--- config.mk ---
export PLATFORM = sky130hd
export DESIGN_NAME = prim_pad_input_filter_flat
export DESIGN_NICKNAME = d
export VERILOG_FILES = /design/src/rtl/prim_pad_input_filter_if.sv /design/src/rtl/prim_pad_input_filter.sv /design/src/flat_wrapper.sv
export SDC_FILE = /design/constraint.sdc
export NUM_CORES = 1
export LEC_CHECK = 0
export BUFFER_PORTS_ARGS = -buffer_cell sky130_fd_sc_hd__clkbuf_2
export CAP_MARGIN = 10
export CORE_AREA = 4 4 78 80
export CTS_CLUSTER_SIZE = 8
export DETAILED_ROUTE_END_ITERATION = 6
export DIE_AREA = 0 0 82 84
export GPL_ROUTABILITY_DRIVEN = 0
export GPL_TIMING_DRIVEN = 0
export PLACE_DENSITY = 0.76
export SLEW_MARGIN = 10
export SYNTH_ARGS = -nofsm -noshare
export SYNTH_HDL_FRONTEND = slang
export SYNTH_SLANG_ARGS = --single-unit
--- constraint.sdc ---
create_clock -name clk_i -period 1.5 [get_ports clk_i]
set_input_delay 0.15 -clock clk_i [delete_from_list [all_inputs] [get_ports clk_i]]
set_output_delay 0.15 -clock clk_i [all_outputs]
set_load 0.01 [all_outputs]
--- src/rtl/prim_pad_input_filter_if.sv ---
// Pad-input conditioner bus: raw pad levels and filter controls in,
// filtered level and edge events out.
interface prim_pad_input_filter_if #(
    parameter int Width    = 8,
    parameter int CntWidth = 4
);
    logic [Width-1:0]    in_i;
    logic [Width-1:0]    filter_en_i;
    logic [CntWidth-1:0] filter_cycles_i;
    logic [Width-1:0]    out_o;
    logic [Width-1:0]    rise_o;
    logic [Width-1:0]    fall_o;

    modport master (
        output in_i, filter_en_i, filter_cycles_i,
        input  out_o, rise_o, fall_o
    );

    modport slave (
        input  in_i, filter_en_i, filter_cycles_i,
        output out_o, rise_o, fall_o
    );
endinterface

--- src/rtl/prim_pad_input_filter.sv ---
// prim_pad_input_filter: two-flop synchronizer plus per-bit glitch filter
// for pad inputs. A new level is accepted after filter_cycles_i+1
// consecutive mismatching cycles; N=0 or a disabled filter is a plain
// passthrough with three cycles of latency.
// Optional feature macro: PRIM_PAD_FILTER_EDGE_EN -- when defined, the
// registered rise_o/fall_o event pulses are built; otherwise they are 0.

// One pad bit: synchronizer, stability counter, edge detect.
module prim_pad_input_filter_lane #(
    parameter int CntWidth = 4
) (
    input  logic                clk_i,
    input  logic                rst_i,
    input  logic                in_i,
    input  logic                en_i,
    input  logic [CntWidth-1:0] n_i,
    output logic                out_o,
    output logic                rise_o,
    output logic                fall_o
);
    logic                sync1, sync2, stable, stable_next;
    logic [CntWidth-1:0] cnt, cnt_next;

    // Filter decision: any match or acceptance clears the count, so a
    // short glitch leaves no partial credit behind.
    always_comb begin
        stable_next = stable;
        cnt_next    = '0;
        if (!en_i) begin
            stable_next = sync2;
        end else if (sync2 != stable) begin
            if (cnt >= n_i) stable_next = sync2;
            else            cnt_next    = cnt + 1'b1;
        end
    end

    // Synchronizer, filtered level and counter; everything clears on reset.
    always_ff @(posedge clk_i) begin
        if (rst_i) begin
            sync1  <= 1'b0;
            sync2  <= 1'b0;
            stable <= 1'b0;
            cnt    <= '0;
        end else begin
            sync1  <= in_i;
            sync2  <= sync1;
            stable <= stable_next;
            cnt    <= cnt_next;
        end
    end

    assign out_o = stable;

`ifdef PRIM_PAD_FILTER_EDGE_EN
    logic rise_q, fall_q;

    // Edge pulses registered alongside stable; reset forces them low so
    // clearing a high level never reports a fall.
    always_ff @(posedge clk_i) begin
        if (rst_i) begin
            rise_q <= 1'b0;
            fall_q <= 1'b0;
        end else begin
            rise_q <= ~stable & stable_next;
            fall_q <= stable & ~stable_next;
        end
    end

    assign rise_o = rise_q;
    assign fall_o = fall_q;
`else
    assign rise_o = 1'b0;
    assign fall_o = 1'b0;
`endif
endmodule

// Top: Width independent lanes sharing one threshold.
module prim_pad_input_filter #(
    parameter int Width    = 8,
    parameter int CntWidth = 4
) (
    input logic                     clk_i,
    input logic                     rst_i,
    prim_pad_input_filter_if.slave  bus
);
    logic [Width-1:0] out_w, rise_w, fall_w;

    for (genvar i = 0; i < Width; i++) begin : g_lane
        prim_pad_input_filter_lane #(.CntWidth(CntWidth)) u_lane (
            .clk_i  (clk_i),
            .rst_i  (rst_i),
            .in_i   (bus.in_i[i]),
            .en_i   (bus.filter_en_i[i]),
            .n_i    (bus.filter_cycles_i),
            .out_o  (out_w[i]),
            .rise_o (rise_w[i]),
            .fall_o (fall_w[i])
        );
    end

    assign bus.out_o  = out_w;
    assign bus.rise_o = rise_w;
    assign bus.fall_o = fall_w;
endmodule
--- src/flat_wrapper.sv ---
// flat-port wrapper written by rule: the top's interface ports become plain ports
module prim_pad_input_filter_flat 
#(
    parameter int Width    = 8,
    parameter int CntWidth = 4
)
  (clk_i, rst_i, bus_in_i, bus_filter_en_i, bus_filter_cycles_i, bus_out_o, bus_rise_o, bus_fall_o);
  prim_pad_input_filter_if #(.Width(Width), .CntWidth(CntWidth)) bus_i ();
  input logic clk_i;
  input logic rst_i;
  input wire logic [$bits(bus_i.in_i)-1:0] bus_in_i;
  input wire logic [$bits(bus_i.filter_en_i)-1:0] bus_filter_en_i;
  input wire logic [$bits(bus_i.filter_cycles_i)-1:0] bus_filter_cycles_i;
  output wire logic [$bits(bus_i.out_o)-1:0] bus_out_o;
  output wire logic [$bits(bus_i.rise_o)-1:0] bus_rise_o;
  output wire logic [$bits(bus_i.fall_o)-1:0] bus_fall_o;
  assign bus_i.in_i = bus_in_i;
  assign bus_i.filter_en_i = bus_filter_en_i;
  assign bus_i.filter_cycles_i = bus_filter_cycles_i;
  assign bus_out_o = bus_i.out_o;
  assign bus_rise_o = bus_i.rise_o;
  assign bus_fall_o = bus_i.fall_o;
  prim_pad_input_filter #(.Width(Width), .CntWidth(CntWidth)) u_core (.clk_i(clk_i), .rst_i(rst_i), .bus(bus_i));
endmodule
# After elaboration in Yosys (flattened, before gate mapping)
# Index checks and enable logic that the tools add are counted.
[totals]
register_bits = 56
latch_bits = 0
mem_bits_rw = 0
rom_bits = 0
in_bits = 22
output_inout_bits = 24
word_cells = 128
n_memories = 0
[classes]
n_addsub = 8
n_mul = 0
div_mod_pow = 0
magnitude_cmp = 8
eq_ne = 24
shifts = 0
muxes = 24
n_bitwise = 16
reduce_logical = 16
[op_table]
columns = ["operator", "count"]
rows = [
  ["$add 4x1->4 const B", 8],
  ["$ge 4x4->1", 8],
  ["$ne 2x1->1 const B", 16],
  ["$reduce_or 4->1", 8],
  ["$mux 1", 24],
  ["$not 1->1", 16],
  ["$reduce_and 2->1", 8],
  ["$ne 1x1->1", 8],
]

# Longest topological paths before layout
[logic_depth]
ltp_word = 4
mapped_depth = 5
depth_no_buf = 5

# Modules after synthesis
# Synthesis repeated with hierarchy kept, for this count alone.
[unflattened]
cells_unflattened = 312
hier_area_um2 = 3002.9
[by_module_without_submodules]
columns = ["mod", "n_inst", "cells_per_inst", "area_per_inst_um2"]
rows = [
  ["prim_pad_input_filter_lane", 8, 39, 375.4],
]

# Worst setup path after synthesis
# Ideal clock, no wire load.
[synth_path]
path_kind = "reg-to-reg"
start = "register u_core.g_lane[4].u_lane.cnt[0]"
end = "register u_core.g_lane[4].u_lane.stable"
arrival_time_ns = 1.187
required_ns = 1.372
setup_slack_ns = 0.185
path_stages_with_launch = 6
path_cell_list = "dfxtp_1 > inv_1 > ha_1 > nor3b_2 > o2111ai_2 > mux2i_1"
[synth_via]
elab_chain_cells = 3
[synth_rtl]
columns = ["item", "line_no", "text"]
rows = [
  ["start: declaration", "prim_pad_input_filter.sv:22", "logic [CntWidth-1:0] cnt, cnt_next;"],
  ["start signal: assignment", "prim_pad_input_filter.sv:48", "cnt <= cnt_next;"],
  ["$ge 4x4->1", "prim_pad_input_filter.sv:32", "if (cnt >= n_i) stable_next = sync2;"],
  ["$ne 2x1->1 (no line)", "n/a", ""],
  ["$reduce_and 2->1 (no line)", "n/a", ""],
  ["end signal: assignment", "prim_pad_input_filter.sv:47", "stable <= stable_next;"],
  ["end: declaration", "prim_pad_input_filter.sv:21", "logic sync1, sync2, stable, stable_next;"],
]
# No other way between the ends.
# A chain may end at the register's enable or synchronous reset.

# Worst setup path after layout
[layout_path]
start = "register u_core.g_lane[5].u_lane.cnt[0]"
end = "register u_core.g_lane[5].u_lane.cnt[3]"
[layout_via]
elab_chain_cells = 2
word_cells_on_any_way = 3
classes_between = "1 x add/sub; 1 x order compare; 1 x reduce/logical"
[layout_rtl]
columns = ["item", "line_no"]
rows = [
  ["start: declaration", "prim_pad_input_filter.sv:22"],
  ["start signal: assignment", "prim_pad_input_filter.sv:48"],
  ["$ge 4x4->1", "prim_pad_input_filter.sv:32"],
  ["$reduce_or 4->1 (no line)", "n/a"],
]
# Parallel ways exist; a longest one is shown, timed or not.

==> reports/metrics.sh <==
RUN_STATUS='complete, no violations'
DRT_FIRST_PASS_ITERS=4
CRIT_PATH_MAX_FANOUT=5
SETUP.WORST_PATH.END_CLASS='flop'
POST_SYNTH_INSTANCE_AREA_UM2=2973
PLACE.PORT_BUFFERS=28
WORST-SETUP-PATH-TYPE='flop to flop'
VIAS_IN_THE_FIRST_GLOBAL_ROUTE=1964
GRT-OVFL-TOTAL=0
FINAL.HOLD.WORST_SLACK_NS=0.03895
ANTENNA-DIODE-COUNT=0
SETUP_VIOL=0
START_KIND='flop'
DIE_WIDTH_UM=82
FIN_CRIT_NS=1.415
BOUNDARYPINS=46
TRITONCTS='done'
FINCLKSKEW_NS=0.004147
TIMING.REG2REG.SETUP_SLACK_NS=0.08
P_TOTAL_mW=2.672
CLOCK_PATH_BUFFERS=2
REGTOREGSTARTPOINT='u_core.g_lane[5].u_lane.cnt[0]'
ANT_NETS=0
HP-START='bus_in_i[4]'
FINALWORSTSETUPSLACK_NS=0.08473
POSTROUTEWIRELENGTH_UM=5052
POWER.LEAKAGE_nW=1.530
AREA_GROWTH_SYN_TO_FIN_PCT=16.83
FMAX_MHz=706.6
HOLD_VIOL=0
DIE-HEIGHT_UM=84
CLK_ROOT_BUF='clkbuf_8'
SYNTHESIS.YOSYS.WARNINGS=0
CLOCK-SINKS=56
FINISH.CELL_COUNT_WITHOUT_FILLERS=420
REG2REGPATHDEPTH=5
SYNTH_CELL_TYPES=17
TRITONCTS.NUM_BUFFERS=5
CTS.REPORTEDPATHS.CLKPINSLEW_NS=0.09
GR-USAGE-ALL-LAYERS_PCT=15.81
HOLD_PATH.CLASS='primary input to flop'
DETAILROUTE.VIA_COUNT=2013
DR.FIRST_ITER.DRC_COUNT=35
TIMING.MAX_CAP.VIOLATIONS=0
TIMING.CRITICAL_PATH.REQUIRED_NS=1.73
FLOORPLAN.DIE_AREA_UM2=6888
VIAS_PER_CELL=4.793
WORSTREG2REGEND='u_core.g_lane[5].u_lane.cnt[3]'
INSERTION_DELAY_NS=0.31
POWER_DENSITY_nW_PER_UM2=769.3
SYNTH-SEQ-CELLS=56
WORST_HOLD_PATH.NUM_CELLS=2
SEQCELLAREA_UM2=1135
DPL.CELL_COUNT=411
FP-ROW-COUNT=27
FINAL_MAX_SLEW_VIOL_COUNT=0
FIN_CRIT_SH_PCT=94.35
EFFECTIVE_UTILIZATION_AT_FLOORPLAN_PCT=55.00
SYNTHESIS.INSTANCES=296
DRIVE_ABOVE_1_SHARE_PCT=28.16
CRITICAL_PATH_ARRIVAL_NS=1.65
CORE_REGION_AREA_UM2=5405
WORST_HOLD_PATH.ENDPOINT='u_core.g_lane[4].u_lane.sync1'
NUM-FILL-CELLS=484
ANTENNA_FOUND_INITIAL=0
GRT_PASS1_WL_UM=8473
DPL.HPWL_UM=3731
POWER.IR.VDD_WORST_V=0.0007292
AREA_TAKEN_BY_MULTI_INPUT_LOGIC_GATES_UM2=1712
GRT_START_MAX_NET_PINS=17
PRE_CTS_SLACK_NS=-0.1089
FIN_NETS=409
SYNTH.AVG_CELL_AREA_UM2=10.04
HTREE_LEVELS=2
DETAIL_ROUTE.DRC_VIOLATIONS=0
SEQ_AREA_FRAC_SYNTH_PCT=37.71
ROUTE.DETAILED.WL_PER_INST_UM=12.03
-- per-stage QoR --
stage	setup TNS, ns	util [%]	instance area (µm²)
after global placement	-1.491	60.30	3259
after CTS	-0.005068	62.11	3357
after global routing	-0.003863	64.26	3473
after detailed placement	-2.819	60.30	3259
final	0	64.26	3473
after floorplan	0	-	3029
-- cell type report --
class / count / area share [%]
multi-input cells: 200 / 49.28
plain buffers: 28 / 5.620
inverters: 27 / 2.918
well taps: 72 / 2.594
flip-flops and latches: 56 / 32.67
clock inverters: 2 / 0.2882
repair buffers: 29 / 4.251
clock buffers: 6 / 2.378
-- cell usage after synthesis --
master,n,area [µm²]
clkbuf_1,4,15.01
nor2b_1,16,100.1
nand2_1,8,30.03
buf_4,24,180.2
dfxtp_1,56,1121
o2111ai_2,8,120.1
nor3b_2,8,100.1
nand2b_1,24,150.1
xor2_1,16,140.1
xnor2_1,8,70.07
nand3_1,8,40.04
ha_1,40,500.5
conb_1,1,3.750
o211ai_1,8,60.06
inv_1,27,101.4
nor3_1,32,160.2
mux2i_1,8,80.08
-- layer usage --
metal | global-route usage [%] | vias to the layer above | wire length (µm)
met2 | 25.79 | 33 | 2397
met1 | 19.85 | 909 | 2346
li1 | - | 1066 | -
met3 | 5.076 | 5 | 254
met4 | 4.079 | 0 | 53
met5 | 0 | - | 0
-- flip-flops by register name, indices dropped and copies added (netlist names) --
register and cells:
u_core.g_lane.u_lane.sync2 8, u_core.g_lane.u_lane.out_o 8, u_core.g_lane.u_lane.cnt 32, u_core.g_lane.u_lane.sync1 8
-- cell families (layout without fill, tap and decap cells) --
| group | count (synthesis) | count (layout) | synth area share [%] |
|---|---|---|---|
| other | 1 | 16 | 0.1261 |
| adders and majority gates | 40 | 40 | 16.84 |
| AOI/OAI and AO/OA | 16 | 16 | 6.061 |
| muxes | 8 | 8 | 2.694 |
| and+or+nand+nor | 96 | 96 | 19.53 |
| xor gates and xnor gates | 24 | 24 | 7.071 |
| DFF | 56 | 56 | 37.71 |
| buffers and inverters | 55 | 92 | 9.975 |
-- critical path, stage by stage (launching register included) --
cell and delay, ns:
dfxtp_2 0.38, inv_1 0.05, ha_1 0.28, nor3b_2 0.19
o2111ai_2 0.21, nor3_1 0.23
-- cell usage in the layout, fill, tap and decap left out, drive strengths merged --
cell     instances
nand3            8
inv             27
xor2            16
nor2b           16
nor3b            8
clkbuf          38
conb            16
o211ai           8
nand2b          24
buf             25
dfxtp           56
nor3            32
ha              40
clkinv           2
xnor2            8
o2111ai          8
nand2            8
mux2i            8
-- what timing repair did --
action,in CTS,in global routing
setup buffers,0,1
gates resized for setup,1,24
setup endpoints to repair,2,34
pin swaps,1,9
endpoints found under the hold margin,0,0
hold buffers,0,0
-- worst max path at each step --
stage / start / endpoint / slack, ns
2_1_floorplan: u_core.g_lane[4].u_lane.cnt[0] / u_core.g_lane[4].u_lane.out_o / 0.19
3_3_place_gp: bus_filter_cycles_i[1] / u_core.g_lane[1].u_lane.cnt[2] / -0.06
3_5_place_dp: bus_filter_cycles_i[1] / u_core.g_lane[2].u_lane.cnt[0] / -0.11
4_1_cts: u_core.g_lane[7].u_lane.cnt[0] / u_core.g_lane[7].u_lane.cnt[0] / -0.005
5_1_grt: u_core.g_lane[7].u_lane.cnt[0] / u_core.g_lane[7].u_lane.cnt[1] / -0.002
6_report: u_core.g_lane[5].u_lane.cnt[0] / u_core.g_lane[5].u_lane.cnt[3] / 0.08
-- where the power goes --
group | switching [mW] | total, mW | leakage [nW] | internal, mW
Clock | 0.456 | 0.825 | 0.0510 | 0.369
Combinational | 0.162 | 0.312 | 1.02 | 0.150
Sequential | 0.0203 | 1.54 | 0.459 | 1.51
Total | 0.638 | 2.67 | 1.53 | 2.03
No activity file was read; power rests on OpenSTA's default activity.
